$ cat src/rtl/branch_resolve_ctrl_if.sv
// Redirect handshake between the branch resolver and fetch.
interface branch_resolve_ctrl_if;
  logic        valid;
  logic [31:0] pc;
  logic        ready;

  modport master (output valid, output pc, input ready);
  modport slave  (input valid, input pc, output ready);
endinterface

$ cat src/rtl/branch_resolve_ctrl.sv
// ID-stage branch resolver: waits for operands, drives the shared equality
// comparator, decides taken/not-taken and issues the fetch redirect.
module branch_resolve_ctrl #(
  parameter int CNT_W    = 16,
  parameter int WAIT_MAX = 15
) (
  input  logic                  clk,
  input  logic                  reset,
  input  logic                  br_valid,
  input  logic [2:0]            br_op,
  input  logic [31:0]           pc_id,
  input  logic [15:0]           imm16,
  input  logic [31:0]           rs_val,
  input  logic [31:0]           rt_val,
  input  logic                  rs_ready,
  input  logic                  rt_ready,
  input  logic                  flush,
  output logic [31:0]           cmp_a,
  output logic [31:0]           cmp_b,
  input  logic                  cmp_zero,
  output logic                  stall,
  output logic                  br_done,
  branch_resolve_ctrl_if.master redir,
  output logic                  illegal_op,
  output logic                  wait_timeout,
  output logic [CNT_W-1:0]      br_cnt,
  output logic [CNT_W-1:0]      taken_cnt
);

  localparam int WCW = $clog2(WAIT_MAX + 2);
  localparam logic [WCW-1:0] WSAT = WCW'(WAIT_MAX + 1);
  localparam logic [WCW-1:0] WHIT = WCW'(WAIT_MAX);

  typedef enum logic [1:0] {IDLE, WAIT, EVAL, REDIR} state_t;

  typedef struct packed {
    logic [2:0]  op;
    logic [31:0] pc;
    logic [15:0] imm;
  } br_lat_t;

  state_t         state;
  br_lat_t        lat;
  logic [WCW-1:0] wcnt;

  logic        two_op, ready, latch_go;
  logic        ev, taken, illegal, sgn;
  logic [31:0] tgt;

  assign two_op   = (br_op == 3'b000) || (br_op == 3'b001);
  assign ready    = rs_ready && (rt_ready || !two_op);
  assign latch_go = !flush && ready &&
                    (((state == IDLE) && br_valid) || (state == WAIT));

  // cmp_a holds the latched rs, so its sign bit is the operand sign.
  assign ev  = (state == EVAL);
  assign sgn = cmp_a[31];
  assign tgt = lat.pc + 32'd4 + {{14{lat.imm[15]}}, lat.imm, 2'b00};

  always_comb begin
    taken   = 1'b0;
    illegal = 1'b0;
    case (lat.op)
      3'b000:  taken = cmp_zero;
      3'b001:  taken = !cmp_zero;
      3'b010:  taken = sgn || cmp_zero;
      3'b011:  taken = !sgn && !cmp_zero;
      3'b100:  taken = sgn;
      3'b101:  taken = !sgn;
      default: illegal = 1'b1;
    endcase
  end

  assign illegal_op = ev && illegal;
  assign br_done    = !flush && ((ev && !taken) || ((state == REDIR) && redir.ready));
  assign stall      = ((state == IDLE) && br_valid) || (state == WAIT) ||
                      (ev && taken) || ((state == REDIR) && !redir.ready);

  always_ff @(posedge clk or negedge reset) begin
    if (!reset) begin
      state        <= IDLE;
      lat          <= '0;
      wcnt         <= '0;
      cmp_a        <= '0;
      cmp_b        <= '0;
      redir.valid  <= 1'b0;
      redir.pc     <= '0;
      wait_timeout <= 1'b0;
      br_cnt       <= '0;
      taken_cnt    <= '0;
    end else begin
      if (br_done) begin
        if (!(&br_cnt)) br_cnt <= br_cnt + CNT_W'(1);
        if ((state == REDIR) && !(&taken_cnt)) taken_cnt <= taken_cnt + CNT_W'(1);
      end

      if (latch_go) begin
        lat.op  <= br_op;
        lat.pc  <= pc_id;
        lat.imm <= imm16;
        cmp_a   <= rs_val;
        cmp_b   <= two_op ? rt_val : 32'd0;
      end

      if (flush) begin
        state       <= IDLE;
        redir.valid <= 1'b0;
      end else begin
        case (state)
          IDLE: if (br_valid) begin
            state <= ready ? EVAL : WAIT;
            wcnt  <= '0;
          end
          WAIT: begin
            if (wcnt != WSAT) wcnt <= wcnt + WCW'(1);
            if (wcnt == WHIT) wait_timeout <= 1'b1;
            if (ready) state <= EVAL;
          end
          EVAL: if (taken) begin
            redir.pc    <= tgt;
            redir.valid <= 1'b1;
            state       <= REDIR;
          end else begin
            state <= IDLE;
          end
          REDIR: if (redir.ready) begin
            redir.valid <= 1'b0;
            state       <= IDLE;
          end
          default: state <= IDLE;
        endcase
      end
    end
  end

endmodule

$ cat src/flat_wrapper.sv
// flat-port wrapper written by rule: the top's interface ports become plain ports
module branch_resolve_ctrl_flat 
#(
  parameter int CNT_W    = 16,
  parameter int WAIT_MAX = 15
)
  (clk, reset, br_valid, br_op, pc_id, imm16, rs_val, rt_val, rs_ready, rt_ready, flush, cmp_a, cmp_b, cmp_zero, stall, br_done, illegal_op, wait_timeout, br_cnt, taken_cnt, redir_valid, redir_pc, redir_ready);
  branch_resolve_ctrl_if redir_i ();
  input  logic clk;
  input  logic reset;
  input  logic br_valid;
  input  logic [2:0] br_op;
  input  logic [31:0] pc_id;
  input  logic [15:0] imm16;
  input  logic [31:0] rs_val;
  input  logic [31:0] rt_val;
  input  logic rs_ready;
  input  logic rt_ready;
  input  logic flush;
  output logic [31:0] cmp_a;
  output logic [31:0] cmp_b;
  input  logic cmp_zero;
  output logic stall;
  output logic br_done;
  output logic illegal_op;
  output logic wait_timeout;
  output logic [CNT_W-1:0] br_cnt;
  output logic [CNT_W-1:0] taken_cnt;
  output wire logic [$bits(redir_i.valid)-1:0] redir_valid;
  output wire logic [$bits(redir_i.pc)-1:0] redir_pc;
  input wire logic [$bits(redir_i.ready)-1:0] redir_ready;
  assign redir_valid = redir_i.valid;
  assign redir_pc = redir_i.pc;
  assign redir_i.ready = redir_ready;
  branch_resolve_ctrl #(.CNT_W(CNT_W), .WAIT_MAX(WAIT_MAX)) u_core (.clk(clk), .reset(reset), .br_valid(br_valid), .br_op(br_op), .pc_id(pc_id), .imm16(imm16), .rs_val(rs_val), .rt_val(rt_val), .rs_ready(rs_ready), .rt_ready(rt_ready), .flush(flush), .cmp_a(cmp_a), .cmp_b(cmp_b), .cmp_zero(cmp_zero), .stall(stall), .br_done(br_done), .redir(redir_i), .illegal_op(illegal_op), .wait_timeout(wait_timeout), .br_cnt(br_cnt), .taken_cnt(taken_cnt));
endmodule
$ cat config.mk
export PLATFORM = sky130hd
export DESIGN_NAME = branch_resolve_ctrl_flat
export DESIGN_NICKNAME = d
export VERILOG_FILES = /design/src/rtl/branch_resolve_ctrl_if.sv /design/src/rtl/branch_resolve_ctrl.sv /design/src/flat_wrapper.sv
export SDC_FILE = /design/constraint.sdc
export NUM_CORES = 1
export LEC_CHECK = 0
export ABC_AREA = 1
export CAP_MARGIN = 20
export CORE_MARGIN = 1.5
export CORE_UTILIZATION = 46
export CTS_CLUSTER_SIZE = 16
export DETAILED_ROUTE_END_ITERATION = 8
export HOLD_SLACK_MARGIN = 0.15
export PLACE_DENSITY_LB_ADDON = 0.2
export SLEW_MARGIN = 10
export SYNTH_ARGS = -nofsm -noshare
export SYNTH_HDL_FRONTEND = slang
export SYNTH_SLANG_ARGS = --single-unit
$ cat constraint.sdc
create_clock -name clk -period 2.2 [get_ports clk]
set_input_delay 0.44 -clock clk [delete_from_list [all_inputs] [get_ports clk]]
set_output_delay 0.44 -clock clk [all_outputs]
set_load 0.02 [all_outputs]
==> impl_metrics.json, run 1 <==
{
  "synth_top_area_share_pct": 44.6,
  "worstMarginPinSlew_ps": 557,
  "ff_latch_area_mm2": 0.00471,
  "fin_crit_sh_pct": 99.9,
  "remaining_drc_errors": 0,
  "final_cell_mix": "635 x nand2_1, 251 x clkdlybuf4s50_1, 185 x dfrtp_1, 131 x inv_1, 87 x nand3_1",
  "setup_viol": 0,
  "r2r_cells": 11,
  "vias": 9908,
  "whs_ps": 388,
  "max_stage_delay_ps": 390,
  "grt_pass1_wl_mm": 46.3,
  "clock_sinks": 188,
  "required_ps": 2530,
  "status": "complete, no violations",
  "synth_area_leaders": "dfrtp_1 45%, nand2_1 23%, ha_1 7.4%",
  "finalWirelength_mm": 29.7,
  "drtIter0Drc": 682,
  "root_buffer": "clkbuf_16",
  "port-buffer-count": 255,
  "nets": 1896,
  "rr_endpoint": "u_core.redir.pc[7]",
  "synthToLayoutAreaGrowth_pct": 44.0,
  "antenna_found_initial": 3,
  "pin_count": 256,
  "htreeDepth": 4,
  "die_x_um": 154,
  "rsz0062_at_grt": "true",
  "synth_area_mm2": 0.0105,
  "firstDrtPassIters": 5,
  "ys_ff_latch": 188,
  "cts_tree": "yes",
  "finalHoldViolCount": 0,
  "reg2reg_setup_slack_ps": 3,
  "relSlewSlack_pct": 62.5,
  "synth_area_per_cell_um2": 7.43,
  "postRouteAntennaNets": 0,
  "max-cap-violations": 0,
  "start_util_pct": 46.7,
  "peakVddDrop_v": 0.000594,
  "multi_input_area_mm2": 0.00593,
  "overflow": 0,
  "maxSlewViolCount": 0,
  "clockBufferDepth": 2,
  "layout_commonest_cell": "nand2_1",
  "core_area_mm2": 0.0226,
  "syn_nets": 1605,
  "fillCellCount": 1855,
  "worstSetupStartpointType": "register",
  "synth_largest_area_cell": "dfrtp_1",
  "synth_warnings": 0,
  "pwr_density_cell_mw_per_mm2": 1250,
  "die_area_mm2": 0.0238,
  "grt_pass1_vias": 9298,
  "crit_path_max_fanout": 4,
  "power_leakage_uw": 0.00745,
  "slowest_stage": "dfrtp_1",
  "ys_seq_area_share_pct": 44.6,
  "yosysUniqueCellTypes": 36,
  "worstReg2RegStart": "u_core.lat[19]",
  "setup_tns_ps": 0,
  "die_h_um": 154,
  "syn_inst": 1419,
  "drive_above_1_share_pct": 12.9,
  "cts_made_buffers": 17,
  "grt_use_total_pct": 24.2,
  "post-dp-hpwl_mm": 20.8,
  "final_core_util_pct": 67.3,
  "wire_per_inst_um": 14.8,
  "fin_crit_ps": 2200,
  "critical_path_class": "reg2reg",
  "grt_max_degree": 84,
  "skew_ps": 15.0,
  "clk_latency_ps": 450,
  "routabilityCongestion": 0.899,
  "crit_chain": "ha_1 > ha_2 > inv_2 > fa_2 > inv_2 > nand3_2 > nand3_4 > buf_4 > buf_4 > xnor2_1 > o21ai_1",
  "cp_data_arrival_time_ps": 2530,
  "path_clk_slew_ps": 80,
  "max_freq_mhz": 455,
  "vias_per_cell": 4.93,
  "cp-endpoint": "u_core.redir.pc[7]",
  "endpoint_kind": "register",
  "min_path_type": "in2async",
  "cp-startpoint": "u_core.lat[19]",
  "rows": 55
}
[power by group]
group	internal, µW	switching, µW
clock network	1540	1590
logic	4900	5780
registers	4470	762
[through the flow]
stage / cell area, µm² / total power [µW] / std cells / setup WS, ps
floorplan: 10500 / 10200 / 1419 / 102
global placement: 13700 / 13500 / 1967 / -297
finish: 15200 / 19000 / 2009 / 2.77
global route: 15200 / 20300 / 2008 / -106
detailed placement: 13700 / 13700 / 1967 / -351
CTS: 14400 / 17100 / 2004 / 0.217
[layer usage]
metal / vias to the layer above / track usage [%] / wire (µm)
met3: 47 / 7.03 / 2250
met5: - / 0 / 17
met1: 4550 / 32.4 / 13000
met4: 2 / 7.14 / 589
li1: 5005 / - / -
met2: 304 / 38.0 / 13800
[cell families (layout without fill, tap and decap cells)]
logic type | Yosys count | after routing | synth area share [%]
AO/OA/AOI/OAI | 87 | 87 | 4.56
XOR/XNOR | 41 | 41 | 3.40
adder cells (fa/ha/maj) | 63 | 63 | 7.54
buffers and inverters | 178 | 482 | 7.16
flip-flops | 188 | 188 | 44.6
other | 0 | 1 | 0
AND/OR/NAND/NOR | 862 | 862 | 32.7
[state kept, by name, summed over array words and instances (netlist names)]
name,cells
u_core.br_cnt,16
u_core.cmp_b,32
u_core.redir.valid,1
u_core.lat,51
u_core.wait_timeout,1
u_core.wcnt,5
u_core.taken_cnt,16
u_core.cmp_a,32
u_core.state,2
u_core.redir.pc,32
[worst max-delay path, delay by kind of cell, from the launching register on]
| family | cells | cell delay, ps |
|---|---|---|
| buffers and inverters | 4 | 360 |
| adder cells (fa/ha/maj) | 3 | 850 |
| AO/OA/AOI/OAI | 1 | 110 |
| XOR/XNOR | 1 | 150 |
| flip-flops | 1 | 390 |
| AND/OR/NAND/NOR | 2 | 230 |
[cells in the mapped netlist (all sizes together)]
library cell	instances
nand3b	4
dfrtp	188
o22ai	2
o211ai	1
nand4	10
a21o	1
inv	137
a31o	1
a21boi	2
ha	62
xor2	21
fa	1
nor4	2
buf	29
xnor2	20
nor3	10
nor2	77
clkinv	1
nand2	662
a21oi	23
o21ai	55
nand3	97
clkbuf	11
a41oi	1
o21bai	1
[how the worst min path moves through the flow]
stage | start | to | slack [ps] | depth (start not counted)
after global routing | reset | u_core.redir.pc[29] | 380 | 2
final | reset | u_core.redir.pc[29] | 390 | 2
after detailed placement | reset | u_core.redir.pc[29] | 280 | 1
after floorplan | reset | u_core.br_cnt[0] | 140 | 0
after global placement | reset | u_core.redir.pc[31] | 280 | 1
after CTS | reset | u_core.redir.pc[29] | 380 | 2
[final cells by class]
type                    count  area share (%)
diodes                      1          0.0165
clock buffers              18            2.83
clock inverters            14            1.10
inverters                 138            3.41
multi-input cells        1053            39.0
flip-flops and latches    188            31.0
well taps                 285            2.35
repair buffers            312            20.3
[timing repair]
action                                  in CTS  in global routing
hold endpoints to repair                   161                  0
resized for setup                           22                132
endpoints found under the setup margin      20                 24
buffers inserted                             4                  4
hold buffers                                 1                  0
pin swaps                                    0                 21
No activity file was read; power rests on OpenSTA's default activity.
==> inputs of run 2 (changes only) <==
--- a/config.mk
+++ b/config.mk
@@ -7,10 +7,13 @@
 export LEC_CHECK = 0
 export ABC_AREA = 1
 export CAP_MARGIN = 20
+export CELL_PAD_IN_SITES_DETAIL_PLACEMENT = 0
+export CELL_PAD_IN_SITES_GLOBAL_PLACEMENT = 2
 export CORE_MARGIN = 1.5
-export CORE_UTILIZATION = 46
+export CORE_UTILIZATION = 25
 export CTS_CLUSTER_SIZE = 16
 export DETAILED_ROUTE_END_ITERATION = 8
+export GPL_ROUTABILITY_DRIVEN = 0
 export HOLD_SLACK_MARGIN = 0.15
 export PLACE_DENSITY_LB_ADDON = 0.2
 export SLEW_MARGIN = 10
==> impl_metrics.json, run 2 (synthesized netlist as in run 1, its figures left out) <==
{
  "remaining_drc_errors": 0,
  "r2r_cells": 12,
  "die_x_um": 208,
  "firstDrtPassIters": 5,
  "endpoint_kind": "register",
  "slowest_stage": "dfrtp_1",
  "required_ps": 2560,
  "clockBufferDepth": 2,
  "setup_viol": 0,
  "htreeDepth": 4,
  "status": "complete, no violations",
  "largest_register_ffs": 51,
  "reg2reg_setup_slack_ps": 20,
  "post-dp-hpwl_mm": 25.7,
  "die_area_mm2": 0.0434,
  "min_path_type": "reg2reg",
  "rows": 75,
  "combPwrFrac_pct": 58.2,
  "wire_per_inst_um": 15.0,
  "hold_path_depth": 1,
  "cts_tree": "yes",
  "root_buffer": "clkbuf_16",
  "crit_path_max_fanout": 4,
  "worstReg2RegStart": "u_core.lat[1]",
  "core_area_mm2": 0.0418,
  "relSlewSlack_pct": 60.8,
  "internal-power_uw": 11900,
  "nets": 1948,
  "pin_count": 256,
  "power_leakage_uw": 0.00774,
  "cp_data_arrival_time_ps": 2540,
  "power_uw": 20200,
  "worstMarginPinSlew_ps": 582,
  "grt_use_total_pct": 16.5,
  "grt_pass1_wl_mm": 56.0,
  "port-buffer-count": 255,
  "crit_top_cell": "nand3_4",
  "power.share.sequential_pct": 25.7,
  "min_from": "u_core.wait_timeout",
  "power.switching_uw": 8300,
  "rr_endpoint": "u_core.redir.pc[15]",
  "rsz0062_at_grt": "true",
  "pwr_density_cell_mw_per_mm2": 1260,
  "synthToLayoutAreaGrowth_pct": 51.6,
  "antenna_found_initial": 3,
  "setup_tns_ps": 0,
  "max_freq_mhz": 458,
  "hold_path_end": "u_core.wait_timeout",
  "path_clk_slew_ps": 80,
  "crit_chain": "ha_1 > ha_2 > inv_2 > fa_2 > inv_2 > nand3_2 > nand3_4 > nand3_4 > nand3_4 > buf_4 > xnor2_1 > o21ai_1",
  "drive_above_1_share_pct": 16.5,
  "max_stage_delay_ps": 390,
  "skew_ps": 17.3,
  "pwr-share-clk_pct": 16.1,
  "fin_crit_ps": 2180,
  "overflow": 0,
  "critical_path_class": "reg2reg",
  "start_util_pct": 25.3,
  "fin_crit_sh_pct": 99.3,
  "grt_max_degree": 116,
  "whs_ps": 472,
  "finalWirelength_mm": 34.7,
  "peakVddDrop_v": 0.000479,
  "final_core_util_pct": 38.3,
  "finalHoldViolCount": 0,
  "maxSlewViolCount": 0,
  "max-cap-violations": 0,
  "top_register": "u_core.lat",
  "worst_slack_ps": 15.0,
  "drtIter0Drc": 415,
  "swShare_pct": 41.1,
  "vias": 9780,
  "die_h_um": 208,
  "grt_pass1_vias": 9895,
  "layout_commonest_cell": "nand2_1",
  "pre_cts_slack_ps": -365,
  "clk_latency_ps": 470,
  "final_cell_mix": "616 x nand2_1, 251 x clkdlybuf4s50_1, 188 x dfrtp_1, 130 x inv_1, 97 x buf_4",
  "fillCellCount": 4346,
  "num_antenna_cells": 0,
  "clock_sinks": 188,
  "cts_made_buffers": 17,
  "postRouteAntennaNets": 0,
  "worstSetupStartpointType": "register",
  "vias_per_cell": 4.23
}
run 2: worst max-delay path by stage:
stage | start | endpoint | cells past startpoint
after floorplan | u_core.lat[15] | u_core.redir.pc[25] | 11
after global placement | cmp_zero | br_done | 7
after detailed placement | cmp_zero | br_done | 7
after CTS | u_core.lat[15] | u_core.redir.pc[29] | 14
after global routing | u_core.lat[1] | u_core.redir.pc[31] | 14
final | u_core.lat[1] | u_core.redir.pc[15] | 12
run 2: metal layers:
metal / GRT usage (%) / wire, µm / vias to the layer above
met5: 0 / 23 / -
met4: 4.33 / 407 / 4
met3: 5.21 / 2120 / 23
met2: 24.4 / 15000 / 177
met1: 23.1 / 17100 / 4478
li1: - / - / 5098
run 2: final cells by class:
cell class / count / area, µm² / share of cell area, %
clock buffer: 19 / 453 / 2.83
sequential: 188 / 4700 / 29.4
tap: 539 / 674 / 4.22
inverter: 138 / 518 / 3.24
clock inverter: 11 / 134 / 0.837
multi-input combinational: 1053 / 6020 / 37.6
timing repair buffer: 364 / 3490 / 21.8
run 2: repair_timing:
item / CTS / global route
gates cloned: 0 / 0
pin swaps: 5 / 32
buffers inserted: 1 / 4
setup endpoints to repair: 25 / 28
hold buffers: 1 / 0
hold endpoints to repair: 35 / 0
resized for setup: 63 / 113
run 2: worst max-delay path, delay by kind of cell, from the launching register on:
kind / cells / cell delay, ps
adder cells (fa/ha/maj): 3 / 850
AND/OR/NAND/NOR: 4 / 400
flip-flops: 1 / 390
buffers and inverters: 3 / 240
XOR/XNOR: 1 / 100
AO/OA/AOI/OAI: 1 / 70
run 2: power by group through the flow:
| stage | Combinational (µW) | Sequential, µW | Clock [µW] |
|---|---|---|---|
| after detailed placement | 9650 | 5170 | 0 |
| after floorplan | 4350 | 5840 | 0 |
| after CTS | 10500 | 5140 | 3400 |
| final | 11700 | 5180 | 3250 |
| after global placement | 9660 | 5160 | 0 |
| after global routing | 13000 | 5330 | 3530 |
run 2: stage by stage:
step / instance area [µm²] / instances
floorplan: 10500 / 1419
global placement: 14400 / 2276
detailed placement: 14400 / 2276
CTS: 15300 / 2308
global route: 16000 / 2312
finish: 16000 / 2312
==> inputs of run 3 (changes only) <==
--- a/config.mk
+++ b/config.mk
@@ -16,6 +16,7 @@
 export GPL_ROUTABILITY_DRIVEN = 0
 export HOLD_SLACK_MARGIN = 0.15
 export PLACE_DENSITY_LB_ADDON = 0.2
+export RECOVER_POWER = 25
 export SLEW_MARGIN = 10
 export SYNTH_ARGS = -nofsm -noshare
 export SYNTH_HDL_FRONTEND = slang
==> impl_metrics.json, run 3 (synthesized netlist as in run 1, its figures left out) <==
{
  "htreeDepth": 4,
  "fin_crit_ps": 2200,
  "hold_path_depth": 1,
  "pin_count": 256,
  "setup_viol": 0,
  "cts_tree": "yes",
  "required_ps": 2560,
  "drive_above_1_share_pct": 16.5,
  "grt_pass1_vias": 9895,
  "power.share.sequential_pct": 25.7,
  "worstReg2RegStart": "u_core.lat[1]",
  "fin_crit_sh_pct": 99.8,
  "core_area_mm2": 0.0418,
  "num_antenna_cells": 0,
  "vias": 9748,
  "cts_made_buffers": 17,
  "max-cap-violations": 0,
  "cp-startpoint": "u_core.lat[1]",
  "antenna_found_initial": 3,
  "synthToLayoutAreaGrowth_pct": 51.2,
  "worstMarginPinSlew_ps": 1180,
  "skew_ps": 15.6,
  "postRouteAntennaNets": 0,
  "multi_input_area_mm2": 0.00602,
  "crit_path_max_fanout": 4,
  "max_freq_mhz": 455,
  "clk_latency_ps": 470,
  "start_util_pct": 25.3,
  "layout_commonest_cell": "nand2_1",
  "swShare_pct": 41.2,
  "setup_tns_ps": 0,
  "endpoint_kind": "register",
  "maxSlewViolCount": 0,
  "ff_latch_area_mm2": 0.00470,
  "cp_data_arrival_time_ps": 2560,
  "finalWirelength_mm": 34.7,
  "rsz0062_at_grt": "true",
  "top_register": "u_core.lat",
  "port-buffer-count": 255,
  "clockBufferDepth": 2,
  "vias_per_cell": 4.22,
  "firstDrtPassIters": 5,
  "power_leakage_uw": 0.00773,
  "relSlewSlack_pct": 21.4,
  "finalHoldViolCount": 0,
  "worstSetupStartpointType": "register",
  "root_buffer": "clkbuf_16",
  "fillCellCount": 4350,
  "overflow": 0,
  "status": "complete, no violations",
  "nets": 1948,
  "final_cell_mix": "616 x nand2_1, 251 x clkdlybuf4s50_1, 188 x dfrtp_1, 130 x inv_1, 96 x buf_4",
  "post-dp-hpwl_mm": 25.7,
  "peakVddDrop_v": 0.000487,
  "drtIter0Drc": 426,
  "rows": 75,
  "path_clk_slew_ps": 80,
  "wire_per_inst_um": 15.0,
  "max_stage_delay_ps": 390,
  "critical_path_depth": 12,
  "internal-power_uw": 11900,
  "die_x_um": 208,
  "whs_ps": 472,
  "critical_path_class": "reg2reg",
  "largest_register_ffs": 51,
  "crit_chain": "ha_1 > ha_2 > inv_2 > fa_2 > inv_2 > nand3_2 > nand3_4 > nand3_4 > nand3_4 > buf_4 > xnor2_1 > o21ai_1",
  "crit_buf_inv": 3,
  "min_path_type": "reg2reg",
  "die_h_um": 208,
  "pwr-share-clk_pct": 16.2,
  "die_area_mm2": 0.0434,
  "r2r_cells": 12,
  "min_from": "u_core.wait_timeout",
  "grt_max_degree": 116,
  "grt_use_total_pct": 16.5,
  "crit_top_cell": "nand3_4",
  "slowest_stage": "dfrtp_1",
  "remaining_drc_errors": 0,
  "clock_sinks": 188,
  "power_uw": 20200,
  "cp_top_family": "adder cells",
  "grt_pass1_wl_mm": 56.0,
  "combPwrFrac_pct": 58.2,
  "power.switching_uw": 8310,
  "final_core_util_pct": 38.2,
  "pwr_density_cell_mw_per_mm2": 1270
}
[run 3: changes by cell type in the layout (fill, tap and decap cells not counted), sizes merged]
cell    previous run  this run
buf              110       108
clkbuf            21        23
[run 3: routing by layer]
metal	global-route usage [%]	share of wire (%)	vias to the layer above
li1	-	-	5101
met5	0	0.066	-
met1	23.1	50	4455
met3	5.21	6.0	23
met4	4.33	1.2	4
met2	24.4	43	165
[run 3: timing repair]
item,CTS,global route
hold endpoints to repair,35,0
pin swaps,5,32
resized for setup,63,113
hold buffers,1,0
setup endpoints to repair,25,28
setup buffers,1,4
[run 3: power groups by stage]
stage	combinational (µW)	clock, µW	sequential [µW]
2_1_floorplan	4350	0	5840
3_3_place_gp	9660	0	5160
3_5_place_dp	9650	0	5170
4_1_cts	10500	3400	5140
5_1_grt	13000	3530	5330
6_report	11700	3260	5180
[run 3: worst paths after layout]
path / slack [ps] / to
setup reg to reg: 3 / u_core.redir.pc[15]
setup / recovery: 3 / u_core.redir.pc[15]
hold reg to reg: 470 / u_core.wait_timeout
min in group asynchronous: 760 / u_core.redir.pc[21]
max in group asynchronous: 290 / u_core.br_cnt[5]
hold / removal: 470 / u_core.wait_timeout
[run 3: stage by stage]
step	instance area [µm²]	setup slack [ps]	std cells
6_report	15900	3.45	2312
2_1_floorplan	10500	102	1419
3_3_place_gp	14400	-387	2276
5_1_grt	15900	-98.0	2312
3_5_place_dp	14400	-365	2276
4_1_cts	15300	-7.16	2308
[run 3: cell type report]
| type | count | share of cell area, % |
|---|---|---|
| clock buffer | 19 | 2.84 |
| sequential | 188 | 29.5 |
| clock inverter | 11 | 0.840 |
| tap | 539 | 4.23 |
| inverter | 138 | 3.25 |
| timing repair buffer | 364 | 21.6 |
| multi-input combinational | 1053 | 37.7 |
